[config.mk]
export PLATFORM = sky130hd
export DESIGN_NAME = snake_body
export DESIGN_NICKNAME = d
export VERILOG_FILES = /design/src/rtl/snake_body.sv
export SDC_FILE = /design/constraint.sdc
export NUM_CORES = 1
export LEC_CHECK = 0
export ABC_AREA = 1
export BUFFER_PORTS_ARGS = -buffer_cell sky130_fd_sc_hd__buf_4
export CAP_MARGIN = 20
export CORE_UTILIZATION = 55
export DETAILED_ROUTE_END_ITERATION = 8
export PLACE_DENSITY = 0.72
export SETUP_SLACK_MARGIN = 0.4
export SLEW_MARGIN = 30
export SYNTH_ARGS = -nofsm -noshare
export SYNTH_HDL_FRONTEND = slang
export SYNTH_SLANG_ARGS = --single-unit
[constraint.sdc]
create_clock -name clk -period 3.4 [get_ports clk]
set_input_delay 0.68 -clock clk [delete_from_list [all_inputs] [get_ports clk]]
set_output_delay 0.68 -clock clk [all_outputs]
set_load 0.1 [all_outputs]
[src/rtl/snake_body.sv]
// Snake body tracker: circular buffer of cell positions, advanced one cell per
// game tick, with wall/self collision detection and growth on eating food.
module snake_body #(
    parameter int MAX_LEN  = 32,
    parameter int INIT_LEN = 3,
    parameter int GRID_W   = 16,
    parameter int GRID_H   = 8
) (
    input  logic                             clk,
    input  logic                             rst_n,
    input  logic                             step,
    input  logic [1:0]                       dir,
    input  logic [7:0]                       food_pos,
    output logic [7:0]                       head_pos,
    output logic [7:0]                       tail_pos,
    output logic                             grow,
    output logic [$clog2(MAX_LEN+1)-1:0]     length,
    output logic                             busy,
    output logic                             step_done,
    output logic                             game_over
);

    localparam int LEN_W = $clog2(MAX_LEN + 1);
    localparam int PTR_W = $clog2(MAX_LEN);
    localparam logic [LEN_W-1:0] MAX_LEN_L = LEN_W'(MAX_LEN);
    localparam logic [3:0]       START_ROW = 4'd3;

    localparam logic [1:0] DIR_UP    = 2'b00;
    localparam logic [1:0] DIR_RIGHT = 2'b01;
    localparam logic [1:0] DIR_DOWN  = 2'b10;
    localparam logic [1:0] DIR_LEFT  = 2'b11;

    typedef enum logic [1:0] {IDLE, CALC, SCAN, COMMIT} state_t;

    state_t           state;
    logic [7:0]       mem [MAX_LEN];
    logic [PTR_W-1:0] head_ptr;
    logic [PTR_W-1:0] tail_ptr;
    logic [PTR_W-1:0] scan_ptr;
    logic [LEN_W-1:0] scan_cnt;
    logic [1:0]       cur_dir;
    logic [7:0]       next_head;
    logic             eat;
    logic             collide;

    logic [7:0]       calc_next;
    logic             wall;
    logic             eat_now;
    logic [3:0]       row;
    logic [3:0]       col;

    // NOTE: every always_comb output gets a default first so no path leaves it
    // unassigned, which would otherwise infer a latch.
    always_comb begin
        row       = head_pos[7:4];
        col       = head_pos[3:0];
        calc_next = head_pos;
        wall      = 1'b0;
        case (cur_dir)
            DIR_UP: begin
                wall      = (row == 4'd0);
                calc_next = {row - 4'd1, col};
            end
            DIR_RIGHT: begin
                wall      = (col == 4'(GRID_W - 1));
                calc_next = {row, col + 4'd1};
            end
            DIR_DOWN: begin
                wall      = (row == 4'(GRID_H - 1));
                calc_next = {row + 4'd1, col};
            end
            DIR_LEFT: begin
                wall      = (col == 4'd0);
                calc_next = {row, col - 4'd1};
            end
        endcase
        eat_now = (calc_next == food_pos) && (length < MAX_LEN_L);
    end

    // NOTE: sequential state uses non-blocking assignments only, so every
    // register samples pre-edge values regardless of statement order.
    always_ff @(posedge clk or negedge rst_n) begin
        if (!rst_n) begin
            state <= IDLE;
            // NOTE: the segment buffer is reset deliberately: it must hold the
            // starting snake, so it is built from flops rather than a RAM.
            for (int i = 0; i < MAX_LEN; i++) begin
                mem[i] <= (i < INIT_LEN) ? {START_ROW, 4'(i)} : 8'h00;
            end
            head_ptr  <= PTR_W'(INIT_LEN - 1);
            tail_ptr  <= '0;
            scan_ptr  <= '0;
            scan_cnt  <= '0;
            cur_dir   <= DIR_RIGHT;
            next_head <= 8'h00;
            eat       <= 1'b0;
            collide   <= 1'b0;
            head_pos  <= {START_ROW, 4'(INIT_LEN - 1)};
            tail_pos  <= {START_ROW, 4'd0};
            length    <= LEN_W'(INIT_LEN);
            grow      <= 1'b0;
            busy      <= 1'b0;
            step_done <= 1'b0;
            game_over <= 1'b0;
        end else begin
            step_done <= 1'b0;
            grow      <= 1'b0;
            case (state)
                IDLE: begin
                    if (step && !game_over) begin
                        // A direct reversal would fold the head into the neck.
                        if (dir != (cur_dir ^ 2'b10)) cur_dir <= dir;
                        collide <= 1'b0;
                        eat     <= 1'b0;
                        busy    <= 1'b1;
                        state   <= CALC;
                    end
                end
                CALC: begin
                    next_head <= calc_next;
                    scan_ptr  <= head_ptr;
                    if (wall) begin
                        collide <= 1'b1;
                        state   <= COMMIT;
                    end else begin
                        eat      <= eat_now;
                        scan_cnt <= eat_now ? length : length - LEN_W'(1);
                        state    <= SCAN;
                    end
                end
                SCAN: begin
                    // Walk newest to oldest; the vacating tail is outside the count.
                    if (mem[scan_ptr] == next_head) collide <= 1'b1;
                    scan_ptr <= scan_ptr - PTR_W'(1);
                    scan_cnt <= scan_cnt - LEN_W'(1);
                    if (scan_cnt == LEN_W'(1)) state <= COMMIT;
                end
                COMMIT: begin
                    if (collide) begin
                        game_over <= 1'b1;
                    end else begin
                        mem[head_ptr + PTR_W'(1)] <= next_head;
                        head_ptr <= head_ptr + PTR_W'(1);
                        head_pos <= next_head;
                        if (eat) begin
                            length <= length + LEN_W'(1);
                            grow   <= 1'b1;
                        end else begin
                            tail_ptr <= tail_ptr + PTR_W'(1);
                            tail_pos <= mem[tail_ptr + PTR_W'(1)];
                        end
                    end
                    step_done <= 1'b1;
                    busy      <= 1'b0;
                    state     <= IDLE;
                end
            endcase
        end
    end

endmodule
# Word level (Yosys, flattened, before mapping)

Cells that the tools add are included.

Bits in latches: 0
Bits in registers: 317
Memories kept: 0
RAM bits: 0
Memory bits (read-only): 0
Bits of input ports: 13
Logic and storage cells: 139

Add/subtract/negate cells: 10
Shifts and indexed selects: 0
$mul: 0
Reduce and logical (&&, ||, !) cells: 22
Order comparisons: 5
Equality and inequality tests: 17
Bitwise gates (word level): 6
Muxes and demuxes: 31
Div/mod/pow operators: 0

Operator list:

| cell                                                                  | count |
|---|---|
| 256-bit bitwise mux                                                   | 1 |
| 8-bit binary-select mux with 5-bit select                             | 2 |
| 8-bit demux with 5-bit select                                         | 1 |
| 8-bit two-way mux                                                     | 5 |
| 8-bit case mux with 4 select lines                                    | 1 |
| 6-bit >= comparator, second input constant                            | 3 |
| 5-bit NOT with 6-bit output                                           | 3 |
| 8-bit equality test                                                   | 2 |
| 6-bit two-way mux                                                     | 2 |
| 6-bit case mux with 2 select lines                                    | 1 |
| 3-bit AND reduction                                                   | 4 |
| 6-bit by 1-bit subtractor with 6-bit output, second input constant    | 2 |
| 5-bit by 1-bit adder with 5-bit output, second input constant         | 2 |
| 1-bit two-way mux                                                     | 10 |
| 2-bit != test, second input constant                                  | 5 |
| 5-bit case mux with 2 select lines                                    | 1 |
| 2-bit AND reduction                                                   | 5 |
| 4-bit by 1-bit adder with 4-bit output, second input constant         | 2 |
| 2-bit equality test, second input constant                            | 4 |
| 4-bit zero test                                                       | 2 |
| 2-bit case mux with 4 select lines                                    | 1 |
| 4-bit by 1-bit subtractor with 4-bit output, second input constant    | 2 |
| 6-bit by 1-bit adder with 6-bit output, second input constant         | 1 |
| 6-bit by 1-bit equality test with 1-bit output, second input constant | 1 |
| other kinds (18)                                                      | 28 |

# Logic depth before layout (Yosys ltp)

Gate-level depths: netlist (run 1).

Depth after elaboration: 7
Depth in mapped cells: 21
Mapped depth without buffers: 19

# Worst setup path before layout (run 1)

No wires, ideal clock.

Kind: register to register
Start: register head_pos[4]
End: register scan_cnt[1]
Required time: 3282 ps
Path slack: 579 ps
Arrival time: 2704 ps
Stages on the path, launching flop included: 14
Cell sequence: dfstp_2 inv_1 fa_1 o21ai_1 o21ai_0 nor3_1 nand3b_1 nor2_1 nand3_1 buf_2 o21ai_1 nand2_1 nand3_1 nand2_1

Word-level cells in the longest chain between the ends: 7
Elaborated cells on any way between the ends: 13

RTL lines:

| item                                                                                                         | RTL line | source |
|---|---|---|
| start, declared                                                                                              | 14       | `output logic [7:0] head_pos,` |
| start signal, assigned                                                                                       | 98       | `head_pos <= {START_ROW, 4'(INIT_LEN - 1)};` |
| start signal, assigned                                                                                       | 144      | `head_pos <= next_head;` |
| 4-bit by 1-bit adder with 4-bit output / 4-bit by 1-bit subtractor with 4-bit output (equally long branches) | 70, 62   |  |
| 8-bit case mux with 4 select lines                                                                           | 59       | `case (cur_dir)` |
| 8-bit equality test                                                                                          | 77       | `eat_now = (calc_next == food_pos) && (length < MAX_LEN_L);` |
| 1-bit logical AND                                                                                            | 77       |  |
| 6-bit two-way mux                                                                                            | 127      | `scan_cnt <= eat_now ? length : length - LEN_W'(1);` |
| 6-bit two-way mux                                                                                            | 122      | `if (wall) begin` |
| 6-bit case mux with 2 select lines                                                                           | 108      | `case (state)` |
| end signal, assigned                                                                                         | 127      |  |
| end signal, assigned                                                                                         | 135      | `scan_cnt <= scan_cnt - LEN_W'(1);` |
| end, declared                                                                                                | 40       | `logic [LEN_W-1:0] scan_cnt;` |

Parallel ways exist; a longest one is shown, timed or not. The select of a mux whose other input is x is not followed.
A chain may end at the register's enable or synchronous reset.

# Worst setup path after layout (run 1)

Start: register head_ptr[1]
End: register mem[97] in the netlist's numbering

Word-level cells in the longest chain between the ends: 7
Elaborated cells on any way between the ends: 8

RTL lines:

| item                                                                                                                      | RTL line | source |
|---|---|---|
| start, declared                                                                                                           | 37       | `logic [PTR_W-1:0] head_ptr;` |
| start signal, assigned                                                                                                    | 90       | `head_ptr <= PTR_W'(INIT_LEN - 1);` |
| start signal, assigned                                                                                                    | 143      | `head_ptr <= head_ptr + PTR_W'(1);` |
| 5-bit by 1-bit adder with 5-bit output (*)                                                                                | 142      | `mem[head_ptr + PTR_W'(1)] <= next_head;` |
| 5-bit NOT with 6-bit output (implied by the code) (*)                                                                     | 142      |  |
| 6-bit >= comparator (implied by the code) / 6-bit by 1-bit less-than comparator with 1-bit output (equally long branches) | 142      |  |
| 1-bit logical AND (implied by the code)                                                                                   | 142      |  |
| 8-bit two-way mux (implied by the code)                                                                                   | 142      |  |
| 8-bit demux with 5-bit select (*)                                                                                         | 142      |  |
| 256-bit bitwise mux (*)                                                                                                   | 142      |  |
| end signal, assigned by index                                                                                             | 88       | `mem[i] <= (i < INIT_LEN) ? {START_ROW, 4'(i)} : 8'h00;` |
| end signal, assigned by index                                                                                             | 142      |  |
| end, declared                                                                                                             | 36       | `logic [7:0] mem [MAX_LEN];` |

Mark *: on every way between the ends. The rest lies on a longest branch, timed or not.

==> impl_metrics.yaml, run 1 <==
run_status:
  run_status: "completed"
layout:
  multi_input_area_um2: 8370
  layout.area.seq_um2: 7960
  drive_gt1_share_pct: 8.76
  layout.cell_area.non_filler_um2: 19300
  post_synthesis_to_final_layout_area_growth_pct: 10.1
  fin_nets: 2338
  fillCellCount: 2816
critical_path:
  criticalPathCategory: "flip-flop to flip-flop"
  reg2regPathDepth: 6
  setup.worst_path.start_class: "flip-flop"
  worst-endpoint-arrival_ps: 3240
  timing.rr.end: "mem[97]"
  regToRegStartpoint: "head_ptr[1]"
  r2r_setup_slack_ps: 580
  worst-path-max-fanout: 16
  setup.worst_path.end: "mem[97]"
  critical_path_required_ps: 3820
  cp-end-kind: "flip-flop"
  timing.critical_path.from: "head_ptr[1]"
power_and_ir_drop:
  power.ir.vdd_worst_mv: 0.693
  netSwitchingFraction_pct: 49.2
  comb_power_share_pct: 51.3
  cellLeakagePower_nw: 8.42
  power.density_nw_per_um2: 981
  switching_power_mw: 9.30
  seq_power_share_pct: 27.7
  power_frac_clock_pct: 21.0
  cell_internal_pwr_mw: 9.60
route:
  viasPerCell: 6.17
  vias: 16839
  initialDrtViolationCount: 1959
  detail_route.first_pass.iterations: 6
  drt_wl_total_um: 55600
  drc: 0
  avgRoutedWirePerCell_um: 20.4
  antenna_violating_nets_left: 0
global_routing:
  grt_pass1_vias: 15773
  global_route.usage.total_pct: 34.6
  antenna_found_initial: 0
  grt_first_pass_wirelength_um: 88500
  grt_start_max_net_pins: 97
  grt_overflow_total: 0
cts:
  cts-hold-fix-buffers: 0
  cts-buffers-inserted: 37
  cts_root_buf: "clkbuf_16"
  tritoncts: "done"
  clk_pin_slew_ps: 60
  clk_latency_ps: 520
  cts_htree_levels: 2
  maximum_clock_path_buffer_count: 3
  tritoncts_num_sinks: 317
timing:
  slew_headroom_pct: 43.0
  achievable-frequency_mhz: 355
  finalClockSkew_ps: 22.6
  final_hold_vio_count: 0
  rsz0062_at_grt: "yes"
  number_of_max_slew_violations_in_the_final_report: 0
  timing_worst_slew_pin_value_ps: 849
  finalSetupViolCount: 0
  min_period_over_period_pct: 82.8
  fin_tns_setup_ps: 0
  post-route-min-period_ps: 2820
synthesis:
  netlist_area_um2: 17500
  postSynth.topFlopCell: "dfrtp_1"
  synth_largest_type_area_fraction_pct: 42.9
  yosys_register_bits: 317
  synth-warning-count: 0
  syn-num-nets: 2379
  post-synth-top-area-cell: "dfrtp_1"
  synth.area.top_cells: "dfrtp_1 43%, nand2_1 14%, o21ai_0 12%, nand3_1 6.8%, dfstp_2 2.6%"
  synth_cell_type_count: 42
  avgSynthCellArea_um2: 7.46
  synth_async_sr_flop_share_pct: 100
  synth-edff-count: 0
  synth_sequential_area_ratio_pct: 45.4
  gate_count_of_the_mapped_netlist: 2346
die:
  die_y_um: 180
  ios: 39
  initial_core_util_pct: 56.6
  core_um2: 30900
  die-area_um2: 32500
  die_w_um: 180
  placementRows: 64
place:
  placedInstanceArea_um2: 18100
  hpwl_um: 35000
  port_buffers: 38
  gpl.final_weighted_congestion: 0.902
job:
  max_cap_violations: 0
min_path:
  holdCritPathClass: "primary input to asynchronous set/reset pin"
==> cell usage in the layout (no fill, tap or decap), types with 3 or more instances in the layout <==
cell and instances:
nand2_1 676, o21ai_0 428, dfrtp_1 298, nand3_1 238
nor2_1 116, inv_1 112, a21oi_1 79, buf_4 76
clkbuf_16 37, o221ai_1 36, o21ai_1 30, o211ai_1 25
ha_1 18, dfstp_2 17, nand2_2 16, xor2_1 15
clkbuf_8 11, clkbuf_1 10, buf_12 10, inv_2 8
a21boi_0 8, a221o_1 8, nor3_1 5, nor3_2 5
xor2_2 4, clkinv_2 4, clkinv_1 3, xnor2_1 3
nand4_1 3
==> kinds of logic after synthesis <==
| family | share of synthesized area (%) |
|---|---|
| AO/OA/AOI/OAI | 19.6 |
| XOR/XNOR | 1.23 |
| adder cells (fa/ha/maj) | 1.47 |
| buffers and inverters | 6.90 |
| flip-flops | 45.4 |
| AND/OR/NAND/NOR | 25.4 |
==> worst min path at each step <==
| stage | cells after the start | slack (ps) | to | from |
|---|---|---|---|---|
| detailed placement | 2 | 470 | game_over | game_over |
| global route | 1 | 260 | mem[193] | rst_n |
| finish | 1 | 190 | mem[193] | rst_n |
| floorplan | 0 | 380 | busy | rst_n |
| global placement | 2 | 460 | game_over | game_over |
| CTS | 1 | 230 | mem[193] | rst_n |
==> state kept, by name (all words and copies together), names as in the netlist <==
signal / count
busy: 1
collide: 1
cur_dir: 2
eat: 1
game_over: 1
grow: 1
head_pos: 8
head_ptr: 5
length: 6
mem: 256
next_head: 8
scan_cnt: 6
scan_ptr: 5
state: 2
step_done: 1
tail_pos: 8
tail_ptr: 5
==> through the flow <==
| step | cells | hold WS, ps | utilization (%) | worst slack, ps | power, mW |
|---|---|---|---|---|---|
| finish | 2727 | 187 | 62.4 | 585 | 18.9 |
| global route | 2726 | 258 | 62.4 | 389 | 19.9 |
| CTS | 2726 | 234 | 62.3 | 550 | 18.6 |
| detailed placement | 2661 | 472 | 58.4 | 256 | 14.7 |
| global placement | 2661 | 463 | 58.4 | 344 | 14.5 |
| floorplan | 2346 | 384 | - | 579 | 11.5 |
==> cell type report <==
class                      instances  area share [%]
tap                              396            2.57
clock inverter                     6           0.415
timing repair buffer              87            4.08
clock buffer                      58            5.78
multi-input combinational       1738            43.4
inverter                         124            2.43
antenna                            1          0.0130
sequential                       317            41.3
==> worst max-delay path, stage by stage (launching register included) <==
cell and delay [ps]:
dfstp_2 580, ha_1 230, nand3_1 140, xor2_2 220, nor3_1 680, nand2_1 580, o21ai_0 310
==> layer usage <==
| layer | share of wire [%] | track usage (%) | vias up |
|---|---|---|---|
| li1 | - | - | 7771 |
| met1 | 42 | 47.6 | 8041 |
| met2 | 44 | 53.4 | 868 |
| met3 | 10 | 7.11 | 159 |
| met4 | 4.0 | 14.0 | 0 |
| met5 | 0 | 0 | - |
==> timing repair <==
action / CTS / global route
endpoints found under the setup margin: 6 / 6
setup buffers: 1 / 0
resized for setup: 1 / 4
pin swaps: 1 / 0
==> power by group through the flow <==
stage / Clock (mW) / Combinational, mW / Sequential, mW
2_1_floorplan: 0 / 5.86 / 5.63
3_3_place_gp: 0 / 9.21 / 5.27
3_5_place_dp: 0 / 9.37 / 5.29
6_report: 3.96 / 9.70 / 5.24
4_1_cts: 3.99 / 9.44 / 5.22
5_1_grt: 4.14 / 10.5 / 5.33
==> cells in the mapped netlist (17+ instances only) <==
library cell / n
a21oi_1: 79
buf_2: 38
clkbuf_1: 109
dfrtp_1: 300
dfstp_2: 17
ha_1: 19
inv_1: 114
nand2_1: 676
nand3_1: 239
nor2_1: 118
o211ai_1: 25
o21ai_0: 428
o21ai_1: 30
o221ai_1: 36
(Power assumes the default switching activity.)
==> run 2, diff against run 1 <==
--- a/config.mk
+++ b/config.mk
@@ -5,7 +5,7 @@
 export SDC_FILE = /design/constraint.sdc
 export NUM_CORES = 1
 export LEC_CHECK = 0
-export ABC_AREA = 1
+export ABC_AREA = 0
 export BUFFER_PORTS_ARGS = -buffer_cell sky130_fd_sc_hd__buf_4
 export CAP_MARGIN = 20
 export CORE_UTILIZATION = 55
==> constraint.sdc (replaced) <==
create_clock -name clk -period 2.66 [get_ports clk]
set_input_delay 0.532 -clock clk [delete_from_list [all_inputs] [get_ports clk]]
set_output_delay 0.532 -clock clk [all_outputs]
set_load 0.1 [all_outputs]
==> impl_metrics.yaml, run 2 <==
run_status:
  run_status: "complete, but fails checks"
  violations_in_the_final_reports: "setup timing"
global_routing:
  grt_first_pass_wirelength_um: 78000
  grt_overflow_total: 0
  grt_start_max_net_pins: 73
  grt_pass1_vias: 12822
  antenna_found_initial: 0
  global_route.usage.total_pct: 31.8
cts:
  cts_root_buf: "clkbuf_16"
  maximum_clock_path_buffer_count: 3
  clk_pin_slew_ps: 60
  tritoncts: "done"
  cts_htree_levels: 2
  tritoncts_num_sinks: 317
  cts-buffers-inserted: 37
  clk_latency_ps: 530
synthesis:
  post-synth-top-area-cell: "dfrtp_1"
  gate_count_of_the_mapped_netlist: 1314
  synth_async_sr_flop_share_pct: 100
  post-synth-top-count-cell: "dfrtp_1"
  synth_largest_type_area_fraction_pct: 43.1
  avgSynthCellArea_um2: 13.3
  postSynth.topFlopCell: "dfrtp_1"
  synth_sequential_area_ratio_pct: 45.6
  synth_cell_type_count: 63
  netlist_area_um2: 17400
  synth.area.top_cells: "dfrtp_1 43%, mux2_2 17%, mux4_2 16%, mux2i_1 3.3%, dfstp_2 2.6%"
  synth-warning-count: 0
  yosys_register_bits: 317
  synth-edff-count: 0
  syn-num-nets: 1347
  synth.top_cells.by_count: "300 x dfrtp_1, 262 x mux2_2, 121 x mux4_2"
critical_path:
  criticalPathCategory: "flip-flop to flip-flop"
  cp-end-kind: "flip-flop"
  setup.worst_path.start_class: "flip-flop"
  worst-endpoint-arrival_ps: 3220
  critical_path.top_delay_family: "compound AO/OA/AOI/OAI gates"
  critical_path_required_ps: 3100
  max_stage_delay_cell_worst_path: "dfrtp_4"
  worstPathCellList: "buf_12, buf_8, buf_12, buf_4, mux2i_1, a221oi_2, a21oi_2, a31oi_1, o211ai_1, nor4_1, mux2i_1, nand3_1"
  critical-path-max-stage-delay_ps: 500
  worst-path-stages: 12
  reg2regPathDepth: 12
  worst-path-max-fanout: 12
  worstPathBufferInverterCount: 4
die:
  die-area_um2: 32400
  die_w_um: 180
  core_um2: 30900
  initial_core_util_pct: 56.4
  placementRows: 64
  die_y_um: 180
  ios: 39
job:
  max_cap_violations: 0
timing:
  finalClockSkew_ps: 22.3
  number_of_max_slew_violations_in_the_final_report: 0
  finalSetupViolCount: 4
  rsz0062_at_grt: "yes"
  worst_slack_ps: -121
  min_period_over_period_pct: 105
  slew_headroom_pct: 44.4
  achievable-frequency_mhz: 360
  fin_worst_hold_slack_ps: 250
  post-route-min-period_ps: 2780
  timing_worst_slew_pin_value_ps: 834
  final_hold_vio_count: 0
layout:
  final_cell_mix: "292 x dfrtp_1, 252 x mux2_2, 164 x buf_4"
  layout.cell_area.non_filler_um2: 21500
  most_common_cell_after_layout_fill_and_taps_aside: "dfrtp_1"
  fillCellCount: 2085
  largest_reg_flops: 256
  antenna-diode-count: 0
  fin_nets: 1518
  finish.cell_count_without_fillers: 1910
  drive_gt1_share_pct: 51.1
  largest_register: "mem"
  post_synthesis_to_final_layout_area_growth_pct: 23.4
place:
  port_buffers: 38
  placed_cells_incl_taps: 1796
  hpwl_um: 33200
  placedInstanceArea_um2: 19200
  gpl.final_weighted_congestion: 0.919
route:
  antenna_violating_nets_left: 0
  vias: 12516
  viasPerCell: 6.55
  initialDrtViolationCount: 1112
  avgRoutedWirePerCell_um: 26.6
  drc: 0
  drt_wl_total_um: 50900
  detail_route.first_pass.iterations: 5
power_and_ir_drop:
  power.total_mw: 26.1
  power.ir.vdd_worst_mv: 0.989
  power.density_nw_per_um2: 1220
  cellLeakagePower_nw: 9.73
min_path:
  holdCritPathClass: "primary input to flip-flop"
  timing.hold.worst_path_depth: 2
==> run 2: through the flow <==
step / setup slack (ps) / utilization (%) / TNS, ps
after floorplan: -70.9 / - / -113
after global placement: -42.1 / 62.1 / -106
after detailed placement: -78.0 / 62.1 / -275
after CTS: -4.32 / 68.5 / -4.32
after global routing: -176 / 69.6 / -830
final: -121 / 69.6 / -181
==> run 2: kinds of logic (layout without fill, tap and decap cells) <==
| kind of cell | after synthesis | count (layout) | synth area share, % |
|---|---|---|---|
| flip-flops | 317 | 317 | 45.6 |
| XOR/XNOR | 45 | 45 | 2.34 |
| buffers and inverters | 122 | 322 | 3.01 |
| AO/OA/AOI/OAI | 152 | 152 | 5.73 |
| AND/OR/NAND/NOR | 217 | 217 | 5.94 |
| adder cells (fa/ha/maj) | 20 | 20 | 1.48 |
| multiplexers | 441 | 441 | 35.9 |
==> run 2: report_power, final <==
part,internal [mW],total (mW),switching [mW]
Combinational,6.55,14.0,7.43
Clock,3.15,5.21,2.06
Sequential,5.87,6.94,1.07
==> run 2: repair_timing <==
| action | CTS | global route |
|---|---|---|
| pin swaps | 31 | 25 |
| setup endpoints to repair | 166 | 212 |
| endpoints found under the hold margin | 29 | 0 |
| gates resized for setup | 87 | 55 |
| setup buffers | 31 | 8 |
| gates cloned | 5 | 1 |
| hold buffers | 1 | 0 |
==> run 2: per-layer routing <==
metal	vias up	GRT usage (%)	part of all wire, %	routed length [um]
met4	0	12.2	4.1	2110
met5	-	0	0	0
met2	550	50.0	47	23800
met3	156	6.08	7.8	3950
li1	5313	-	-	-
met1	6497	44.1	41	21000
==> run 2: cell type report <==
cell class	count	area, um^2	share of cell area [%]
clock buffers	52	1080	5.04
clock inverters	16	168	0.779
inverters	24	90.1	0.419
multi-input cells	875	9400	43.7
flip-flops and latches	317	7980	37.1
well taps	396	495	2.30
repair buffers	230	2290	10.7
==> run 2: worst paths after layout <==
check                                  from           to  slack (ps)
worst max-delay path            scan_ptr[0]      collide        -120
worst min-delay path                 dir[1]   cur_dir[1]         250
worst max register to register  scan_ptr[0]      collide        -120
worst min register to register    game_over    game_over         480
max in group asynchronous             rst_n  head_pos[1]        1380
min in group asynchronous             rst_n    length[2]         500
==> run 2: worst reg2reg max path: stages (launching register included) <==
cell and delay [ps]:
dfrtp_4 500, buf_12 160, buf_8 150, buf_12 160, buf_4 150, mux2i_1 140
a221oi_2 300, a21oi_2 100, a31oi_1 320, o211ai_1 240, nor4_1 290, mux2i_1 110
nand3_1 90
